`config.mk`:
```
export PLATFORM = sky130hd
export DESIGN_NAME = scroller_feeder_flat
export DESIGN_NICKNAME = d
export VERILOG_FILES = /design/src/rtl/scroller_pkg.sv /design/src/rtl/scroller_feeder_if.sv /design/src/rtl/scroller_feeder_ascii_to_dec.sv /design/src/rtl/scroller_feeder.sv /design/src/flat_wrapper.sv
export SDC_FILE = /design/constraint.sdc
export NUM_CORES = 1
export LEC_CHECK = 0
export ABC_AREA = 1
export CORE_MARGIN = 5
export CORE_UTILIZATION = 55
export CTS_CLUSTER_DIAMETER = 100
export DETAILED_ROUTE_END_ITERATION = 8
export PLACE_DENSITY = 0.79
export SYNTH_ARGS = -nofsm -noshare
export SYNTH_HDL_FRONTEND = slang
export SYNTH_SLANG_ARGS = --single-unit
```
`constraint.sdc`:
```
create_clock -name clk -period 3.8 [get_ports clk]
set_input_delay 0.38 -clock clk [delete_from_list [all_inputs] [get_ports clk]]
set_output_delay 0.38 -clock clk [all_outputs]
set_load 0.02 [all_outputs]
```
`src/rtl/scroller_pkg.sv`:
```
// scroller_pkg: shared constants and types for the scroller digit-load path
package scroller_pkg;

    localparam int DIGIT_W = 4;

    localparam logic [DIGIT_W-1:0] BLANK = 4'hF;

    localparam logic [7:0] ASC_0  = 8'h30;
    localparam logic [7:0] ASC_9  = 8'h39;
    localparam logic [7:0] ASC_CR = 8'h0D;

    typedef enum logic [1:0] {
        COLLECT,
        BURST,
        GAP
    } feeder_state_t;

endpackage

```
`src/rtl/scroller_feeder_if.sv`:
```
// scroller_feeder_if: character-source handshake plus scroller write port
interface scroller_feeder_if;
    import scroller_pkg::*;

    logic [7:0]         iASCII;
    logic               iVALID;
    logic               oREADY;
    logic               oRD;
    logic [DIGIT_W-1:0] oDEC;
    logic               oBUSY;

    modport master (output iASCII, iVALID, input oREADY, oRD, oDEC, oBUSY);
    modport slave  (input iASCII, iVALID, output oREADY, oRD, oDEC, oBUSY);

endinterface

```
`src/rtl/scroller_feeder_ascii_to_dec.sv`:
```
// ascii_to_dec: maps an ASCII byte to a 4-bit display code; SCR_TERM_EN adds the CR terminator flag
module ascii_to_dec
    import scroller_pkg::*;
(
    input  logic [7:0]         ascii,
`ifdef SCR_TERM_EN
    output logic               is_term,
`endif
    output logic [DIGIT_W-1:0] code
);

    // digits pass through as their value, everything else shows blank
    always_comb begin
        code = (ascii >= ASC_0 && ascii <= ASC_9) ? DIGIT_W'(ascii - ASC_0) : BLANK;
`ifdef SCR_TERM_EN
        is_term = (ascii == ASC_CR);
`endif
    end

endmodule

```
`src/rtl/scroller_feeder.sv`:
```
// scroller_feeder: groups ASCII digits in threes and writes them to the scroller as strobed bursts
// Optional feature: define SCR_TERM_EN to let CR flush a partial group.
module scroller_feeder
    import scroller_pkg::*;
#(
    parameter int DIGITS     = 3,
    parameter int GAP_CYCLES = 2
)(
    input  logic               clk,
    input  logic               rst,
    scroller_feeder_if.slave   bus
);

    feeder_state_t      state_q, state_n;
    logic [1:0]         cnt_q, cnt_n;
    logic [3:0]         gcnt_q, gcnt_n;
    logic [1:0]         idx_q, idx_n;
    logic [DIGIT_W-1:0] dig_q [DIGITS];
    logic [DIGIT_W-1:0] dig_n [DIGITS];
    logic [DIGIT_W-1:0] code, dec_n;
    logic               rd_n, rdy_n, busy_n, xfer, term;

`ifdef SCR_TERM_EN
    logic is_term;

    ascii_to_dec u_map (.ascii(bus.iASCII), .is_term(is_term), .code(code));

    assign term = is_term;
`else
    ascii_to_dec u_map (.ascii(bus.iASCII), .code(code));

    assign term = 1'b0;
`endif

    assign xfer = bus.oREADY && bus.iVALID;

    // next state, buffer update and next registered outputs
    always_comb begin
        state_n = state_q;
        cnt_n   = cnt_q;
        gcnt_n  = gcnt_q;
        idx_n   = idx_q;
        dig_n   = dig_q;
        case (state_q)
            COLLECT: begin
                if (xfer && term) begin
                    if (idx_q != 2'd0) begin
                        state_n = BURST;
                        cnt_n   = 2'd0;
                    end
                end else if (xfer) begin
                    dig_n[idx_q] = code;
                    idx_n        = idx_q + 2'd1;
                    if (idx_q == 2'(DIGITS - 1)) begin
                        state_n = BURST;
                        cnt_n   = 2'd0;
                    end
                end
            end
            BURST: begin
                cnt_n = cnt_q + 2'd1;
                if (cnt_q == 2'd3) begin
                    state_n = GAP;
                    gcnt_n  = 4'd0;
                end
            end
            GAP: begin
                gcnt_n = gcnt_q + 4'd1;
                if (gcnt_q == 4'(GAP_CYCLES - 1)) begin
                    state_n = COLLECT;
                    idx_n   = 2'd0;
                    dig_n   = '{default: BLANK};
                end
            end
            default: state_n = COLLECT;
        endcase
        rd_n   = (state_n == BURST) && (cnt_n != 2'd3);
        dec_n  = (state_n == BURST && cnt_n != 2'd0) ? dig_n[cnt_n - 2'd1] : BLANK;
        rdy_n  = (state_n == COLLECT);
        busy_n = !rdy_n;
    end

    // state, buffer and registered outputs; reset aborts any burst in progress
    always_ff @(posedge clk) begin
        if (!rst) begin
            state_q    <= COLLECT;
            cnt_q      <= 2'd0;
            gcnt_q     <= 4'd0;
            idx_q      <= 2'd0;
            dig_q      <= '{default: BLANK};
            bus.oRD    <= 1'b0;
            bus.oDEC   <= BLANK;
            bus.oREADY <= 1'b0;
            bus.oBUSY  <= 1'b0;
        end else begin
            state_q    <= state_n;
            cnt_q      <= cnt_n;
            gcnt_q     <= gcnt_n;
            idx_q      <= idx_n;
            dig_q      <= dig_n;
            bus.oRD    <= rd_n;
            bus.oDEC   <= dec_n;
            bus.oREADY <= rdy_n;
            bus.oBUSY  <= busy_n;
        end
    end

endmodule

```
`src/flat_wrapper.sv`:
```
// flat-port wrapper written by rule: the top's interface ports become plain ports
module scroller_feeder_flat import scroller_pkg::*;
#(
    parameter int DIGITS     = 3,
    parameter int GAP_CYCLES = 2
)
  (clk, rst, bus_iASCII, bus_iVALID, bus_oREADY, bus_oRD, bus_oDEC, bus_oBUSY);
  scroller_feeder_if bus_i ();
  input  logic clk;
  input  logic rst;
  input wire logic [$bits(bus_i.iASCII)-1:0] bus_iASCII;
  input wire logic [$bits(bus_i.iVALID)-1:0] bus_iVALID;
  output wire logic [$bits(bus_i.oREADY)-1:0] bus_oREADY;
  output wire logic [$bits(bus_i.oRD)-1:0] bus_oRD;
  output wire logic [$bits(bus_i.oDEC)-1:0] bus_oDEC;
  output wire logic [$bits(bus_i.oBUSY)-1:0] bus_oBUSY;
  assign bus_i.iASCII = bus_iASCII;
  assign bus_i.iVALID = bus_iVALID;
  assign bus_oREADY = bus_i.oREADY;
  assign bus_oRD = bus_i.oRD;
  assign bus_oDEC = bus_i.oDEC;
  assign bus_oBUSY = bus_i.oBUSY;
  scroller_feeder #(.DIGITS(DIGITS), .GAP_CYCLES(GAP_CYCLES)) u_core (.clk(clk), .rst(rst), .bus(bus_i));
endmodule
```
Yosys cells after proc, flatten, opt, wreduce, memory -nomap -nowiden --
Cells that the tools add are included. W data, S select, Z words.
Storage, ports and cells: register bits after elaboration 29, latch bits 0, logic and storage cells 70, bits of input ports 11, memories kept 0, memory bits (writable) 0, ROM bits 0, output and inout bits 7
Cells by class: reductions and logical operators 14, shift-type cells 0, mux-type cells 23, div/mod/pow operators 0, bitwise logic cells 2, $mul 0, $add $sub $neg 5, eq/ne operators 10, order comparisons 5
Operator list (count):
- $mux W12 | 2
- $pmux W12 S2 | 1
- $mux W4 | 5
- $mux W2 | 8
- $bwmux W12 | 1
- $bmux W4 S2 | 1
- $demux W4 S2 | 1
- $ge A8 B6 Y1 const B | 1
- $le A8 B6 Y1 const B | 1
- $pmux W2 S2 | 2
- $pmux W4 S2 | 1
- $eq A2 B2 Y1 const B | 3
- $ge A3 B3 Y1 const B | 2
- $ne A2 B1 Y1 const B | 3
- $not A2 Y3 | 2
- $pmux W2 S3 | 1
- $reduce_bool A2 Y1 | 3
- $logic_and A1 B1 Y1 | 5
- $add A2 B1 Y2 const B | 2
- $add A4 B1 Y4 const B | 1
- $eq A2 B1 Y1 const B | 2
- $eq A4 B1 Y1 const B | 1
- $logic_not A2 Y1 | 2
- $reduce_and A2 Y1 | 2
- other kinds (6) | 6

Logic depth before layout (Yosys ltp) --
depth after elaboration 11, depth in mapped cells 13, gate-level depth less buffers 13

Hierarchy --
Synthesis repeated with hierarchy kept, for this count alone.
Second synthesis, totals: cells, all modules 243, area, all modules 1672.9 µm²
Modules (own cells, without submodules):
- scroller_feeder | cells an instance 229, sequential area each 580.6 µm², area each 1609.0 µm², times used 1
- ascii_to_dec | cells an instance 14, sequential area each 0.0 µm², area each 63.8 µm², times used 1

Worst setup path before layout --
No wires, ideal clock.
kind register to register, from register u_core.bus.oREADY, to register u_core.bus.oDEC[3], period minus slack after synthesis 1743 ps, stages on the path, launching flop included 12, setup time 113 ps, arrival 1630 ps, buffers on the path 0, setup slack 2057 ps, path through dfxtp_1 > nand2_2 > nor2_4 > nand2_4 > inv_2 > nor2_1 > ha_1 > inv_1 > nand2_4 > nor2_1 > nor2_1 > nand2_1
Between the ends: word-level cells in the longest chain between the ends 8, elaborated cells between the ends (all ways) 16, those cells by class add/sub: 1; eq/ne: 1; mux: 9; bitwise: 1; reduce/logical: 4
Ends and longest elaborated chain:
- start, declared | RTL line scroller_feeder_if.sv:13 | modport slave (input iASCII, iVALID, output oREADY, oRD, oDEC, oBUSY);
- start signal, assigned | RTL line scroller_feeder.sv:103 | bus.oREADY <= rdy_n;
- $logic_and A1 B1 Y1 * | RTL line scroller_feeder.sv:35 | assign xfer = bus.oREADY && bus.iVALID;
- $mux W2 * | RTL line scroller_feeder.sv:51 | end else if (xfer) begin
- $pmux W2 S2 * | RTL line scroller_feeder.sv:44 | case (state_q)
- via u_core.cnt_n[1] | RTL line scroller_feeder.sv:15 | logic [1:0] cnt_q, cnt_n;
- $sub A2 B1 Y2 | RTL line scroller_feeder.sv:78 | dec_n = (state_n == BURST && cnt_n != 2'd0) ? dig_n[cnt_n - 2'd1] : BLANK;
- $not A2 Y3 (implied by the code) | RTL line scroller_feeder.sv:78
- $bmux W4 S2 | RTL line scroller_feeder.sv:78
- $mux W4 (implied by the code) (2 in a row) | RTL line scroller_feeder.sv:78
- end signal, assigned | RTL line scroller_feeder.sv:102 | bus.oDEC <= dec_n;
- end, declared | RTL line scroller_feeder_if.sv:13
Mark *: on every way through the listed nets, which the timed path passes. The rest lies on a longest branch. The select of a mux whose other input is x is not followed. A chain may end at the register's enable or synchronous reset.

Worst setup path in the final report --
from register u_core.idx_q[0], to register u_core.bus.oDEC[0]
Between the ends: elaborated cells between the ends (all ways) 25, those cells by class add/sub: 1; order compare: 2; eq/ne: 2; mux: 14; bitwise: 2; reduce/logical: 4
RTL lines:
- start, declared | RTL line scroller_feeder.sv:17 | logic [1:0] idx_q, idx_n;
- start signal, assigned | RTL line scroller_feeder.sv:99 | idx_q <= idx_n;
- $eq A2 B2 Y1 * | RTL line scroller_feeder.sv:54 | if (idx_q == 2'(DIGITS - 1)) begin
- $mux W2 * | RTL line scroller_feeder.sv:54
- $mux W2 * | RTL line scroller_feeder.sv:51
- $pmux W2 S2 * | RTL line scroller_feeder.sv:44
- via u_core.cnt_n[1] | RTL line scroller_feeder.sv:15
- $sub A2 B1 Y2 | RTL line scroller_feeder.sv:78
- $not A2 Y3 (implied by the code) | RTL line scroller_feeder.sv:78
- $bmux W4 S2 | RTL line scroller_feeder.sv:78
- $mux W4 (implied by the code) (2 in a row) | RTL line scroller_feeder.sv:78
Marks and branches as above.

==> qor.txt <==
VDD IR max -> 0.287 mV
Fin crit period -> 1920 ps
Crit path depth -> 13
Most used cell, CP -> inv_1
Vias in the first global route -> 1278
GP Congestion -> 0.857
Least-Margin Pin Slew -> 617 ps
Setup TNS -> 0 ps
CTS sink count -> 29
Vias post-DR -> 1330
Place WS -> 1540 ps
Hold Vio Cnt, Final -> 0
Layout cells sized above 1 -> 14.3%
CTS Hold Bufs -> 0
Yosys cell types -> 24
Non-Filler Instances -> 262
DP HPWL -> 2.36 mm
Status -> completed
Die Area -> 3980 um^2
Synth warn -> 0
Inst Count DP -> 254
Drt first-iter violations -> 56
GRT Util Overall -> 16.9%
Row count -> 19
Yosys reg bits -> 29
Leakage -> 0.787 nW
RSZ-0062 raised after global routing -> no
Setup Viol. Count Final -> 0
Final Max Slew Viols -> 0
Post-synth EDFFs -> 0
Synth Instances -> 209
Layout area overhead -> 17.0%
Worst Hold Depth -> 2
Largest net degree at the start of global routing -> 17
Pwr Density -> 310 nW/um^2
Sequential share of the synthesized area -> 37.4%
Buffers added on ports -> 17
Fraction of registers with async set/reset -> 0%
Crit-path cells -> inv_1, ha_1, inv_1, nor2_4, nand2_4, inv_2, nor2_1, inv_1, ha_1, nor2_4, nand2_2, nor2_1, nand2_1
H-Tree Depth -> 2
Chip height -> 63.1 um
Clk_skew -> 9.34 ps
Global-route wire length before repair -> 5.48 mm
Post-synth top flop -> dfxtp_1
Critical Path AT -> 2140 ps
CTS buffer count -> 5
Core Area -> 2730 um^2
Root Buffer -> clkbuf_4
Clock transition at path regs -> 80 ps
# fillers -> 248
Most frequent cells in the layout -> 51 x nand2_1, 29 x dfxtp_1, 23 x nor2_1, 23 x nand3_1, 18 x inv_1
Routed len/inst -> 11.5 um
CP bufs+invs -> 4
Initial antenna violation count -> 0
Hold/Removal Path Class -> reg2reg
Total grt overflow -> 0
CP max stage delay -> 360 ps
Post-CTS sizing -> 0
CTS tree -> built
Crit Path Max Fanout -> 7
Max Buffers Root-to-Sink -> 2
CP startpoint kind -> register
DRC Markers -> 0
Final Net Count -> 249
Slew HR -> 58.8%
Total wire length -> 3.00 mm
Mapped cell area -> 1550 um^2
Cell family with most CP delay -> simple AND/OR/NAND/NOR gates
Antenna Cells -> 0
Fin worst setup slack -> 1880 ps
MaxCap Viol Count -> 0
DIE WIDTH -> 63.1 um
Slowest CP cell -> dfxtp_1
Top-level port count -> 18
Post-CTS setup buffers -> 0
Worst reg-to-reg path cell count -> 13
Fmax achieved -> 522 MHz
CP Class -> reg2reg
Avg Cell Area, Syn -> 7.42 um^2
Crit. End Element -> register
Syn Nets -> 228
DRT Pass-1 Iters -> 4
Starting Density -> 56.8%
Detail Route Antenna Nets -> 0
Crit path required time -> 4020 ps
Vias per cell -> 5.08
Commonest non-fill, non-tap cell in the layout -> nand2_1
Worst-skew pair later-pin latency -> 320 ps
Fin crit share -> 50.4%
## tightest hold or removal path: stages, from the launching register on
cell and delay, ps:
dfxtp_1 330, nand2_1 60, a21oi_1 50
## registers in the layout (all words and copies together), names as in the netlist
name,count
u_core.gcnt_q,4
u_core.dig_q,12
u_core.cnt_q,2
u_core.idx_q,2
u_core.bus.oBUSY,1
u_core.state_q,2
u_core.bus.oRD,1
u_core.bus.oREADY,1
u_core.bus.oDEC,4
## synth_stat cells, types with 4 or more instances
master	instances	share of area [%]
a21oi_1	7	2.3
dfxtp_1	29	37
ha_1	8	6.5
inv_1	18	4.4
inv_2	5	1.2
nand2_1	51	12
nand2_2	4	1.6
nand2_4	4	2.9
nand3_1	23	7.4
nand3b_1	13	6.3
nor2_1	23	5.6
nor2_2	4	1.6
nor2_4	4	2.9
o21ai_0	4	1.3
## cell type report
cell class | instances | area (um^2) | area share (%)
multi-input cells | 154 | 870 | 47.9
flip-flops and latches | 29 | 581 | 32.0
repair buffers | 17 | 170 | 9.37
inverters | 23 | 86.3 | 4.76
clock buffers | 7 | 65.1 | 3.58
well taps | 31 | 38.8 | 2.14
clock inverters | 1 | 5.00 | 0.276
## routing by layer
| metal | vias up | share of wire (%) | wire length (um) | track usage (%) |
|---|---|---|---|---|
| met1 | 579 | 48 | 1440 | 20.6 |
| met2 | 34 | 45 | 1340 | 27.2 |
| met4 | 0 | 1.2 | 36 | 5.84 |
| met5 | - | 0 | 0 | 0 |
| met3 | 4 | 6.4 | 192 | 6.04 |
| li1 | 713 | - | - | - |
## worst paths after layout
kind                                           end  slack, ps            start
worst max register to register  u_core.bus.oDEC[0]       1880  u_core.idx_q[0]
worst min register to register     u_core.idx_q[1]        490  u_core.idx_q[1]
worst min-delay path               u_core.idx_q[1]        490  u_core.idx_q[1]
worst max-delay path            u_core.bus.oDEC[0]       1880  u_core.idx_q[0]
## where the power goes
group	internal, mW	switching, mW
combinational	0.0204	0.0269
sequential	0.307	0.00225
clock	0.107	0.100
total	0.434	0.129
## kinds of logic after synthesis
logic type               Yosys count  synth area share [%]
flip-flops                        29                  37.4
AO/OA/AOI/OAI                     15                  5.40
buffers and inverters             26                  6.53
adder cells (fa/ha/maj)            8                  6.45
multiplexers                       1                 0.645
AND/OR/NAND/NOR                  130                  43.5
## through the flow
step	hold slack (ps)	area, um^2	utilization [%]	total power [mW]
after floorplan	449	1550	-	0.344
after global routing	510	1820	66.4	0.599
after CTS	490	1820	66.4	0.570
after global placement	472	1750	63.8	0.363
final	486	1820	66.4	0.564
after detailed placement	477	1750	63.8	0.363
(Power assumes the default switching activity.)
